$ cat src/rtl/dsp_seq_pkg.sv
// Shared types and constants for the dsp48a1 MAC sequencer.
// DSP_SEQ_CNT_EN adds a 16-bit beat count to every tag.
package dsp_seq_pkg;

  localparam int LAT     = 3;
  localparam int OPM_LAG = 2;

  // X=M, Z=0 starts a new sum; X=M, Z=P keeps accumulating.
  localparam logic [7:0] OPM_LOAD = 8'h01;
  localparam logic [7:0] OPM_ACC  = 8'h09;

  typedef enum logic {
    IDLE,
    ACCUM
  } state_t;

  typedef struct packed {
    logic        valid;
    logic        first;
    logic        last;
`ifdef DSP_SEQ_CNT_EN
    logic [15:0] count;
`endif
  } tag_t;

endpackage

$ cat src/rtl/dsp_seq_tagpipe.sv
// Enabled shift register of beat tags that mirrors the dsp48a1 pipeline.
// Stage 0 is loaded from din; every stage is visible on the stages output.
module dsp_seq_tagpipe
  import dsp_seq_pkg::*;
#(
  parameter int DEPTH = LAT + 1
) (
  input  logic clk,
  input  logic rst,
  input  logic en,
  input  tag_t din,
  output tag_t stages [DEPTH]
);

  genvar gi;
  generate
    for (gi = 0; gi < DEPTH; gi++) begin : g_stage
      tag_t prev;
      tag_t stage_reg;

      if (gi == 0) begin : g_head
        assign prev = din;
      end else begin : g_body
        assign prev = stages[gi-1];
      end

      always_ff @(posedge clk or posedge rst) begin
        if (rst) begin
          stage_reg <= '0;
        end else if (en) begin
          stage_reg <= prev;
        end
      end

      assign stages[gi] = stage_reg;
    end
  endgenerate

endmodule

$ cat src/rtl/dsp_mac_sequencer.sv
// Drives one dsp48a1 slice through dot-product jobs and returns the held sum.
// DSP_SEQ_CNT_EN enables the per-job beat count on m_count.
module dsp_mac_sequencer
  import dsp_seq_pkg::*;
(
  input  logic        clk,
  input  logic        rst,
  input  logic        s_valid,
  output logic        s_ready,
  input  logic [17:0] s_a,
  input  logic [17:0] s_b,
  input  logic        s_last,
  output logic        m_valid,
  input  logic        m_ready,
  output logic [47:0] m_data,
  output logic [15:0] m_count,
  output logic [17:0] dsp_A,
  output logic [17:0] dsp_B,
  output logic [7:0]  dsp_OPMODE,
  output logic        dsp_CE,
  input  logic [47:0] dsp_P
);

  state_t      state_reg, state_next;
  tag_t        tag_next;
  tag_t        stages [LAT+1];
  logic        stall;
  logic        accept;
  logic        capture;
  logic        m_valid_reg;
  logic [47:0] m_data_reg;
  logic [17:0] dsp_a_reg, dsp_b_reg;

  // A pending, unconsumed result freezes the slice and the tag pipe together.
  assign stall   = m_valid_reg && !m_ready;
  assign s_ready = !stall;
  assign dsp_CE  = !stall;
  assign accept  = s_valid && s_ready;
  assign capture = stages[LAT].valid && stages[LAT].last && !stall;

`ifdef DSP_SEQ_CNT_EN
  logic [15:0] beat_cnt_reg, beat_cnt_next;
  logic [15:0] m_count_reg;

  always_comb begin
    beat_cnt_next = beat_cnt_reg;
    if (state_reg == IDLE) begin
      beat_cnt_next = 16'd1;
    end else if (beat_cnt_reg != 16'hFFFF) begin
      beat_cnt_next = beat_cnt_reg + 16'd1;
    end
  end

  always_ff @(posedge clk or posedge rst) begin
    if (rst) begin
      beat_cnt_reg <= '0;
      m_count_reg  <= '0;
    end else begin
      if (accept) beat_cnt_reg <= beat_cnt_next;
      if (capture) m_count_reg <= stages[LAT].count;
    end
  end

  assign m_count = m_count_reg;
`else
  assign m_count = '0;
`endif

  always_comb begin
    state_next = state_reg;
    tag_next   = '0;
    if (accept) begin
      tag_next.valid = 1'b1;
      tag_next.first = (state_reg == IDLE);
      tag_next.last  = s_last;
`ifdef DSP_SEQ_CNT_EN
      tag_next.count = beat_cnt_next;
`endif
      state_next     = s_last ? IDLE : ACCUM;
    end
  end

  always_ff @(posedge clk or posedge rst) begin
    if (rst) begin
      state_reg <= IDLE;
    end else begin
      state_reg <= state_next;
    end
  end

  // Idle cycles push zero operands so bubbles add M=0 to the running sum.
  always_ff @(posedge clk or posedge rst) begin
    if (rst) begin
      dsp_a_reg <= '0;
      dsp_b_reg <= '0;
    end else if (dsp_CE) begin
      dsp_a_reg <= accept ? s_a : 18'd0;
      dsp_b_reg <= accept ? s_b : 18'd0;
    end
  end

  assign dsp_A = dsp_a_reg;
  assign dsp_B = dsp_b_reg;

  dsp_seq_tagpipe #(
    .DEPTH (LAT + 1)
  ) u_tagpipe (
    .clk    (clk),
    .rst    (rst),
    .en     (dsp_CE),
    .din    (tag_next),
    .stages (stages)
  );

  assign dsp_OPMODE = stages[OPM_LAG].first ? OPM_LOAD : OPM_ACC;

  // A capture on the same edge as a consume keeps m_valid high.
  always_ff @(posedge clk or posedge rst) begin
    if (rst) begin
      m_valid_reg <= 1'b0;
      m_data_reg  <= '0;
    end else if (capture) begin
      m_valid_reg <= 1'b1;
      m_data_reg  <= dsp_P;
    end else if (m_ready) begin
      m_valid_reg <= 1'b0;
    end
  end

  assign m_valid = m_valid_reg;
  assign m_data  = m_data_reg;

endmodule
$ cat config.mk
export PLATFORM = sky130hd
export DESIGN_NAME = dsp_mac_sequencer
export DESIGN_NICKNAME = d
export VERILOG_FILES = /design/src/rtl/dsp_seq_pkg.sv /design/src/rtl/dsp_seq_tagpipe.sv /design/src/rtl/dsp_mac_sequencer.sv
export SDC_FILE = /design/constraint.sdc
export NUM_CORES = 1
export LEC_CHECK = 0
export ABC_AREA = 1
export ABC_CLOCK_PERIOD_IN_PS = 7500
export CORE_ASPECT_RATIO = 1.1
export CORE_MARGIN = 2
export CORE_UTILIZATION = 43
export CTS_CLUSTER_SIZE = 14
export DETAILED_ROUTE_END_ITERATION = 10
export GPL_TIMING_DRIVEN = 0
export PLACE_DENSITY_LB_ADDON = 0.12
export SLEW_MARGIN = 20
export SYNTH_ARGS = -nofsm -noshare
export SYNTH_HDL_FRONTEND = slang
export SYNTH_SLANG_ARGS = --single-unit
$ cat constraint.sdc
create_clock -name clk -period 7.5 [get_ports clk]
set_input_delay 0.75 -clock clk [delete_from_list [all_inputs] [get_ports clk]]
set_output_delay 0.75 -clock clk [all_outputs]
set_load 0.02 [all_outputs]
==> flow_summary.toml, run 1 <==
[synth]
synth-seq-cells = 97
synth_top_area_share_pct = 60.68
synth_edf_count = 0
synthArstFlopShare_pct = 100.0
yosys-top-cells-area = "dfrtp_1 61%, nand2_1 19%, nand3_1 11%"
yosysMostFrequentCell = "nand2_1"
yosysTopAreaCell = "dfrtp_1"
synth_flop_cell = "dfrtp_1"
syn-instance-count = 447
yosysUniqueCellTypes = 15
seq_area_frac_synth_pct = 60.68
yosysWarnings = 0
synth_area_um2 = 4000
synth_top_cells_by_count = "198 x nand2_1, 97 x dfrtp_1, 85 x nand3_1"
avgSynthCellArea_um2 = 8.949

[timing]
hold_slack_ns = 0.4731
post-route-period-util_pct = 43.46
setup_viol = 0
timing.fmax_mhz = 306.8
final.setup.tns_ns = 0
slew_violations = 0
grt_setup_unrepaired = "false"
finalClockSkew_ns = 0.006144
fin_crit_ns = 3.259
final-hold-violation-count = 0

[route]
drtPass1Iterations = 4
wl_um = 10520
drc = 0
wl_per_cell_um = 13.60
viasPerCell = 4.742
antenna_left = 0
vias = 3670
first_iter_violations = 149

[cts]
ctsResizeCount = 0
numCtsBuffers = 9
cts_setup_buffers = 0
h-tree-depth = 3
hold_buffers = 0
clock_sinks = 97
cts_root_buf = "clkbuf_8"
cts_tree = "yes"
cts_buffer_depth = 2
clkSlewWorstSetupHoldPaths_ns = 0.08
clk_latency_ns = 0.35

[setup_path]
critPathMaxStageDelay_ns = 0.62
path_common_cell = "clkdlybuf4s50_1"
path_buf_inv = 5
worst-r2r-cell-count = 5
cpLargestDelayFamily = "buffers and inverters"
worstPathRequired_ns = 6.75
timing.rr.end = "m_data[44]$_DFFE_PP0P_"
critPathKind = "in -> out"
r2r_slack_ns = 6.16
critical_path.endpoint_type = "output port"
cp_cell_sequence = "clkdlybuf4s50_1 -> inv_2 -> nand2_4 -> buf_2 -> buf_4 -> clkdlybuf4s50_1"
cp.arrival_ns = 2.51
cpMaxStageDelayCell = "clkdlybuf4s50_1"
regToRegStartpoint = "m_valid$_DFFE_PP0P_"
crit_fanout = 11
cp-start-kind = "input pin"

[floorplanning]
dieArea_um2 = 10090
initial_core_util_pct = 44.63
io_pins = 200
num_rows = 36
dieWidth_um = 95.96
die_h_um = 105.2
core_um2 = 8964

[global_routing]
grt_max_degree = 72
grt.busiest_layer = "met2"
grtUsageMet3_pct = 4.831
grt_util_met2_pct = 35.61
grt_pass1_vias = 3581
grt_use_total_pct = 21.51
antenna_found_initial = 0
gr-usage-met1_pct = 26.62
grt_pass1_wl_um = 16980
grt_overflow_total = 0

[min_path]
min_path_cells = 2
hold_class = "reg -> reg"
worstHoldEndpoint = "m_data[16]$_DFFE_PP0P_"
hp-start = "m_data[16]$_DFFE_PP0P_"

[place]
gp_routability_congestion = 0.8301
port_buffers = 175
place_area_um2 = 6006
dp_cells = 758
hpwl_um = 7901

[power_and_ir_drop]
powerDensity_nw_per_um2 = 332.6
p_leak_nw = 3.113
irDropWorstVdd_mv = 0.1624

[run_status]
outcome = "finished clean"

[cells_and_area]
largest_register_ffs = 48
synthToLayoutAreaGrowth_pct = 54.52
num-nets-final = 744
final_cell_area_um2 = 6181
diodes = 0
finalNonFillerCells = 774
final_util_pct = 68.96
drive_gt1_share_pct = 8.788

[job]
maxCapViolCount = 0
cell families (layout without fill, tap and decap cells):
| family | after synthesis | after routing | synth area share [%] |
|---|---|---|---|
| flops | 97 | 97 | 60.68 |
| buf+inv | 58 | 250 | 8.602 |
| other cells | 2 | 23 | 0.1877 |
| compound gates | 3 | 3 | 0.3752 |
| simple gates | 287 | 287 | 30.15 |
how the worst max path moves through the flow:
stage / startpoint / endpoint / slack (ns) / cells after the start
after detailed placement: m_ready / s_ready / 4.24 / 6
final: m_ready / s_ready / 4.24 / 6
after floorplan: rst / dsp_A[0]$_DFFE_PP0N_ / 4.22 / 1
after CTS: m_ready / s_ready / 4.23 / 6
after global routing: m_ready / s_ready / 4.15 / 6
after global placement: rst / m_data[4]$_DFFE_PP0P_ / 2.79 / 2
metrics by stage:
step / setup slack [ns] / total power (W)
finish: 4.241 / 0.002056
global route: 4.154 / 0.002195
CTS: 4.230 / 0.002079
detailed placement: 4.235 / 0.001770
global placement: 2.787 / 0.001741
floorplan: 4.216 / 0.001300
area by class of cell:
cell class	instances	area [um^2]
fillers	723	2783
flip-flops and latches	97	2427
repair buffers	176	1779
multi-input cells	313	1308
plain buffers	52	321.6
clock buffers	14	162.7
well taps	114	142.6
inverters	6	27.53
clock inverters	2	12.51
tightest hold or removal path: cells and delay by family, from the launching register on:
| kind | cells | cell delay (ns) |
|---|---|---|
| AND/OR/NAND/NOR | 2 | 0.10 |
| flip-flops | 1 | 0.35 |
where the power goes:
group	switching [W]	total, W	leakage, nW	internal [W]
combinational	0.000531	0.000960	1.80	0.000429
sequential	0.0000932	0.000794	1.23	0.000701
clock	0.000163	0.000302	0.0867	0.000139
total	0.000787	0.00206	3.11	0.00127
routing by layer:
layer	routed length [um]	vias to the layer above
li1	-	1776
met1	4227	1740
met2	5298	137
met3	795	17
met4	202	0
met5	0	-
cell usage in the layout, fill, tap and decap left out:
master,count
dfrtp_1,97
buf_6,1
clkinv_2,1
buf_16,1
nor2_4,1
inv_2,1
nand2_4,1
buf_2,11
inv_1,4
o21ai_0,3
buf_1,4
inv_6,1
clkinvlp_4,1
conb_1,23
nand2_1,198
clkbuf_1,11
clkdlybuf4s50_1,175
clkbuf_8,11
nand3_1,85
nand3b_1,2
buf_4,28
Note: power is estimated with default switching activity, not from simulation.
==> inputs of run 2 (changes only) <==
- ABC_CLOCK_PERIOD_IN_PS: 7500 -> 3000
- CORE_UTILIZATION: 43 -> 40
- clock period: 7.5 -> 3 ns (I/O delays scaled with it)
==> run 2 against run 1 <==
Register-to-register slack lost 4.5 ns. Global-route usage shrank 2.1 points. Final area rose by 0.99%. Flip-flop and latch count unchanged. Utilization down 5.2 points. Sequential power rose by 150%. Power rose to 2.6 times the previous value. Cell count is 0.78% higher. Routed wire length fell by 1.5%. Largest power group unchanged.
==> flow_summary.toml, run 2 (synthesis results as in run 1) <==
[run_status]
outcome = "finished clean"

[cts]
cts_tree = "yes"
ctsResizeCount = 0
cts_buffer_depth = 2
cts_root_buf = "clkbuf_8"
h-tree-depth = 3
clkSlewWorstSetupHoldPaths_ns = 0.09
clock_sinks = 97
numCtsBuffers = 9
hold_buffers = 0
cts_setup_buffers = 0
clk_latency_ns = 0.36

[timing]
fin_crit_ns = 2.351
setup_viol = 0
final.setup.tns_ns = 0
final-hold-violation-count = 0
post-route-period-util_pct = 78.37
slew_violations = 0
finalClockSkew_ns = 0.004605
grt_setup_unrepaired = "false"
timing.fmax_mhz = 425.4

[setup_path]
worst-r2r-cell-count = 6
path_common_cell = "clkdlybuf4s50_1"
cpMaxStageDelayCell = "clkdlybuf4s50_1"
path_buf_inv = 5
critPathKind = "in -> out"
critPathMaxStageDelay_ns = 0.59
cpLargestDelayFamily = "buffers and inverters"
critical_path.endpoint_type = "output port"
cp.arrival_ns = 2.05
crit_fanout = 11
cp-start-kind = "input pin"
worstPathRequired_ns = 2.70
path_depth = 6
cp_cell_sequence = "clkdlybuf4s50_1 -> inv_2 -> nand2_4 -> buf_2 -> buf_4 -> clkdlybuf4s50_1"

[cells_and_area]
diodes = 0
final_cell_mix = "198 x nand2_1, 175 x clkdlybuf4s50_1, 97 x dfrtp_1, 85 x nand3_1, 28 x buf_4"
seq_area_um2 = 2427
synthToLayoutAreaGrowth_pct = 56.05
finalNonFillerCells = 780
drive_gt1_share_pct = 9.242
final_common_cell = "nand2_1"
multiInputGateArea_um2 = 1308
largest_register_ffs = 48
num-nets-final = 744
fillers = 837

[route]
m1WireLength_um = 4359
drc = 0
antenna_left = 0
wl_um = 10370
vias = 3606
viasPerCell = 4.623
drtPass1Iterations = 6
wl_met2_um = 5111
wl_met3_um = 733
wl_per_cell_um = 13.29
dr.max_layer_used = "met4"
first_iter_violations = 191

[power_and_ir_drop]
powerDensity_nw_per_um2 = 854.9
irDropWorstVdd_mv = 0.4095
p_leak_nw = 3.141

[floorplanning]
dieArea_um2 = 10820
num_rows = 38
die_h_um = 108.9
core_um2 = 9794
dieWidth_um = 99.35
initial_core_util_pct = 40.84
io_pins = 200

[global_routing]
grt_use_total_pct = 19.43
antenna_found_initial = 0
grt_overflow_total = 0
grt_pass1_wl_um = 16650
grt_pass1_vias = 3453
grt_max_degree = 57

[place]
gp_routability_congestion = 0.7551
dp_cells = 764
port_buffers = 175
hpwl_um = 7601

[min_path]
hold_class = "in -> async"

[job]
maxCapViolCount = 0
run 2: changes by cell type in the layout (fill, tap and decap cells not counted):
cell / delta
clkbuf_1: -3
clkinv_2: +1
bufinv_16: +2
run 2: per-stage QoR:
step	total power [W]	hold slack (ns)	setup slack [ns]	instance area (um^2)	utilization [%]
after global routing	0.005682	0.3265	0.5653	6242	63.73
final	0.005336	0.3135	0.6490	6242	63.73
after floorplan	0.003251	0.4332	0.1663	4079	-
after CTS	0.005395	0.3066	0.6085	6242	63.73
after detailed placement	0.004423	0.4581	0.6081	6013	61.39
after global placement	0.004363	0.4485	-1.335	5981	61.06
run 2: cell type report:
cell class                      count  share of cell area [%]
Buffer                             52                   5.151
Timing Repair Buffer              176                   28.50
Clock inverter                      5                   1.243
Clock buffer                       11                   2.425
Sequential cell                    97                   38.89
Tap cell                          120                   2.405
Inverter                            6                  0.4410
Multi-Input combinational cell    313                   20.95
run 2: final timing paths:
path	slack, ns	start	end
setup / recovery	0.65	m_ready	s_ready
hold / removal	0.31	rst	m_data[41]$_DFFE_PP0P_
setup reg to reg	1.69	u_tagpipe.stages[2]$_DFFE_PP0N_	m_data[40]$_DFFE_PP0P_
hold reg to reg	0.47	m_data[25]$_DFFE_PP0P_	m_data[25]$_DFFE_PP0P_
max in group asynchronous	2.08	rst	dsp_A[9]$_DFFE_PP0N_
min in group clk	0.33	s_valid	dsp_B[12]$_DFFE_PP0N_
run 2: power by group:
| group | switching (W) | leakage [nW] | internal (W) |
|---|---|---|---|
| combinational | 0.00132 | 1.80 | 0.00107 |
| sequential | 0.000231 | 1.23 | 0.00175 |
| clock | 0.000451 | 0.115 | 0.000513 |
| total | 0.00200 | 3.14 | 0.00334 |
run 2: layer usage:
layer | track usage, % | up-vias
met5 | 0 | -
met4 | 8.415 | 0
met3 | 4.936 | 14
met2 | 31.13 | 126
met1 | 25.16 | 1687
li1 | - | 1779
run 2: worst register-to-register path, delay by kind of cell, from the launching register on:
family	cells	cell delay [ns]
buf+inv	2	0.46
flops	1	0.39
simple gates	4	0.43
==> inputs of run 3 (changes only) <==
- ABC_CLOCK_PERIOD_IN_PS: 3000 -> 2100
- CORE_UTILIZATION: 40 -> 36
- clock period: 3 -> 2.1 ns (I/O delays scaled with it)
==> run 3 against run 2 <==
Via count down 1.1%. Combinational power up 43%. Global-route usage down 0.67 points. Largest cell class unchanged.
==> flow_summary.toml, run 3 (synthesis results as in run 1) <==
[setup_path]
r2r_slack_ns = 0.73
critical_path.endpoint_type = "output port"
cp.arrival_ns = 1.78
worstPathRequired_ns = 1.89
cp-start-kind = "input pin"
crit_fanout = 20
critPathKind = "in -> out"

[cells_and_area]
num-nets-final = 745
largest_register_ffs = 48
finalNonFillerCells = 806
final_util_pct = 58.74
drive_gt1_share_pct = 8.953
synthToLayoutAreaGrowth_pct = 59.49
final_common_cell = "nand2_1"
final_cell_mix = "198 x nand2_1, 175 x clkdlybuf4s50_1, 97 x dfrtp_1, 85 x nand3_1, 28 x buf_4"
diodes = 0

[cts]
cts_root_buf = "clkbuf_16"
clock_sinks = 97
clkSlewWorstSetupHoldPaths_ns = 0.06
cts_tree = "yes"
h-tree-depth = 3
cts_setup_buffers = 0
ctsResizeCount = 0
clk_latency_ns = 0.33
cts_buffer_depth = 2
hold_buffers = 0
numCtsBuffers = 9

[timing]
setup_viol = 0
fin_crit_ns = 1.994
final-hold-violation-count = 0
grt_setup_unrepaired = "false"
timing.fmax_mhz = 501.5
finalClockSkew_ns = 0.005705
post-route-period-util_pct = 94.96
slew_violations = 0
hold_slack_ns = 0.2253

[floorplanning]
die_h_um = 114.6
io_pins = 200
num_rows = 40
dieArea_um2 = 11970
core_um2 = 10860
initial_core_util_pct = 36.83
dieWidth_um = 104.5

[place]
gp_routability_congestion = 0.7609
dp_cells = 793
port_buffers = 175
hpwl_um = 8160

[route]
drtPass1Iterations = 4
vias = 3566
viasPerCell = 4.424
antenna_left = 0
drc = 0
wl_per_cell_um = 13.51
wl_um = 10890
first_iter_violations = 107

[power_and_ir_drop]
power_w = 0.007951
irDropWorstVdd_mv = 0.4588
p_leak_nw = 3.186
powerDensity_nw_per_um2 = 1246

[global_routing]
grt_overflow_total = 0
grt_max_degree = 34
antenna_found_initial = 0
grt_pass1_wl_um = 17960
grt_use_total_pct = 18.75
grt_pass1_vias = 3644

[run_status]
outcome = "finished clean"

[min_path]
hold_class = "in -> async"

[job]
maxCapViolCount = 0
[run 3: cell types whose count changed in the layout (fill, tap and decap cells not counted), sizes merged]
cell    delta
inv        -1
buf        +1
clkbuf     -1
[run 3: metrics by stage]
step / worst slack, ns / setup TNS [ns] / area (um^2)
CTS: 0.07194 / 0 / 6380
global route: 0.03166 / 0 / 6380
floorplan: 0.7424 / 0 / 4083
finish: 0.1059 / 0 / 6380
detailed placement: -0.1307 / -0.1594 / 6086
global placement: -0.3044 / -28.88 / 6018
[run 3: cell type report]
type	count	area (um^2)
clock buffers	10	229.0
flip-flops and latches	97	2427
fillers	1025	4481
repair buffers	178	1819
plain buffers	51	316.6
well taps	147	183.9
clock inverters	4	70.07
multi-input cells	313	1308
inverters	6	26.28
[run 3: where the power goes]
group          switching [W]  total, W  leakage [nW]  internal [W]
Sequential          0.000339   0.00285          1.23       0.00251
Clock               0.000658   0.00168         0.148       0.00103
Combinational        0.00189   0.00342          1.81       0.00153
Total                0.00288   0.00795          3.19       0.00507
[run 3: per-layer routing]
metal | up-vias | global-route usage, % | part of all wire [%]
met5 | - | 0 | 0
met4 | 0 | 7.297 | 1.5
met3 | 12 | 4.155 | 6.1
met2 | 125 | 32.33 | 50
met1 | 1657 | 23.04 | 42
li1 | 1772 | - | -
[run 3: final timing paths]
path                                          end  cells after the start                  start
max                                       s_ready                      5                m_ready
min in group clk            dsp_B[17]$_DFFE_PP0N_                      3                s_valid
max in group asynchronous   m_data[5]$_DFFE_PP0P_                      5                    rst
max reg2reg                m_data[40]$_DFFE_PP0P_                      5    m_valid$_DFFE_PP0P_
min                        m_data[20]$_DFFE_PP0P_                      2                    rst
min reg2reg                 state_reg$_DFFE_PP0P_                      2  state_reg$_DFFE_PP0P_
[run 3: worst max-delay path: stages]
cell	delay [ns]
clkdlybuf4s50_1	0.55
inv_2	0.06
nand2_4	0.20
buf_4	0.15
clkdlybuf4s50_1	0.60
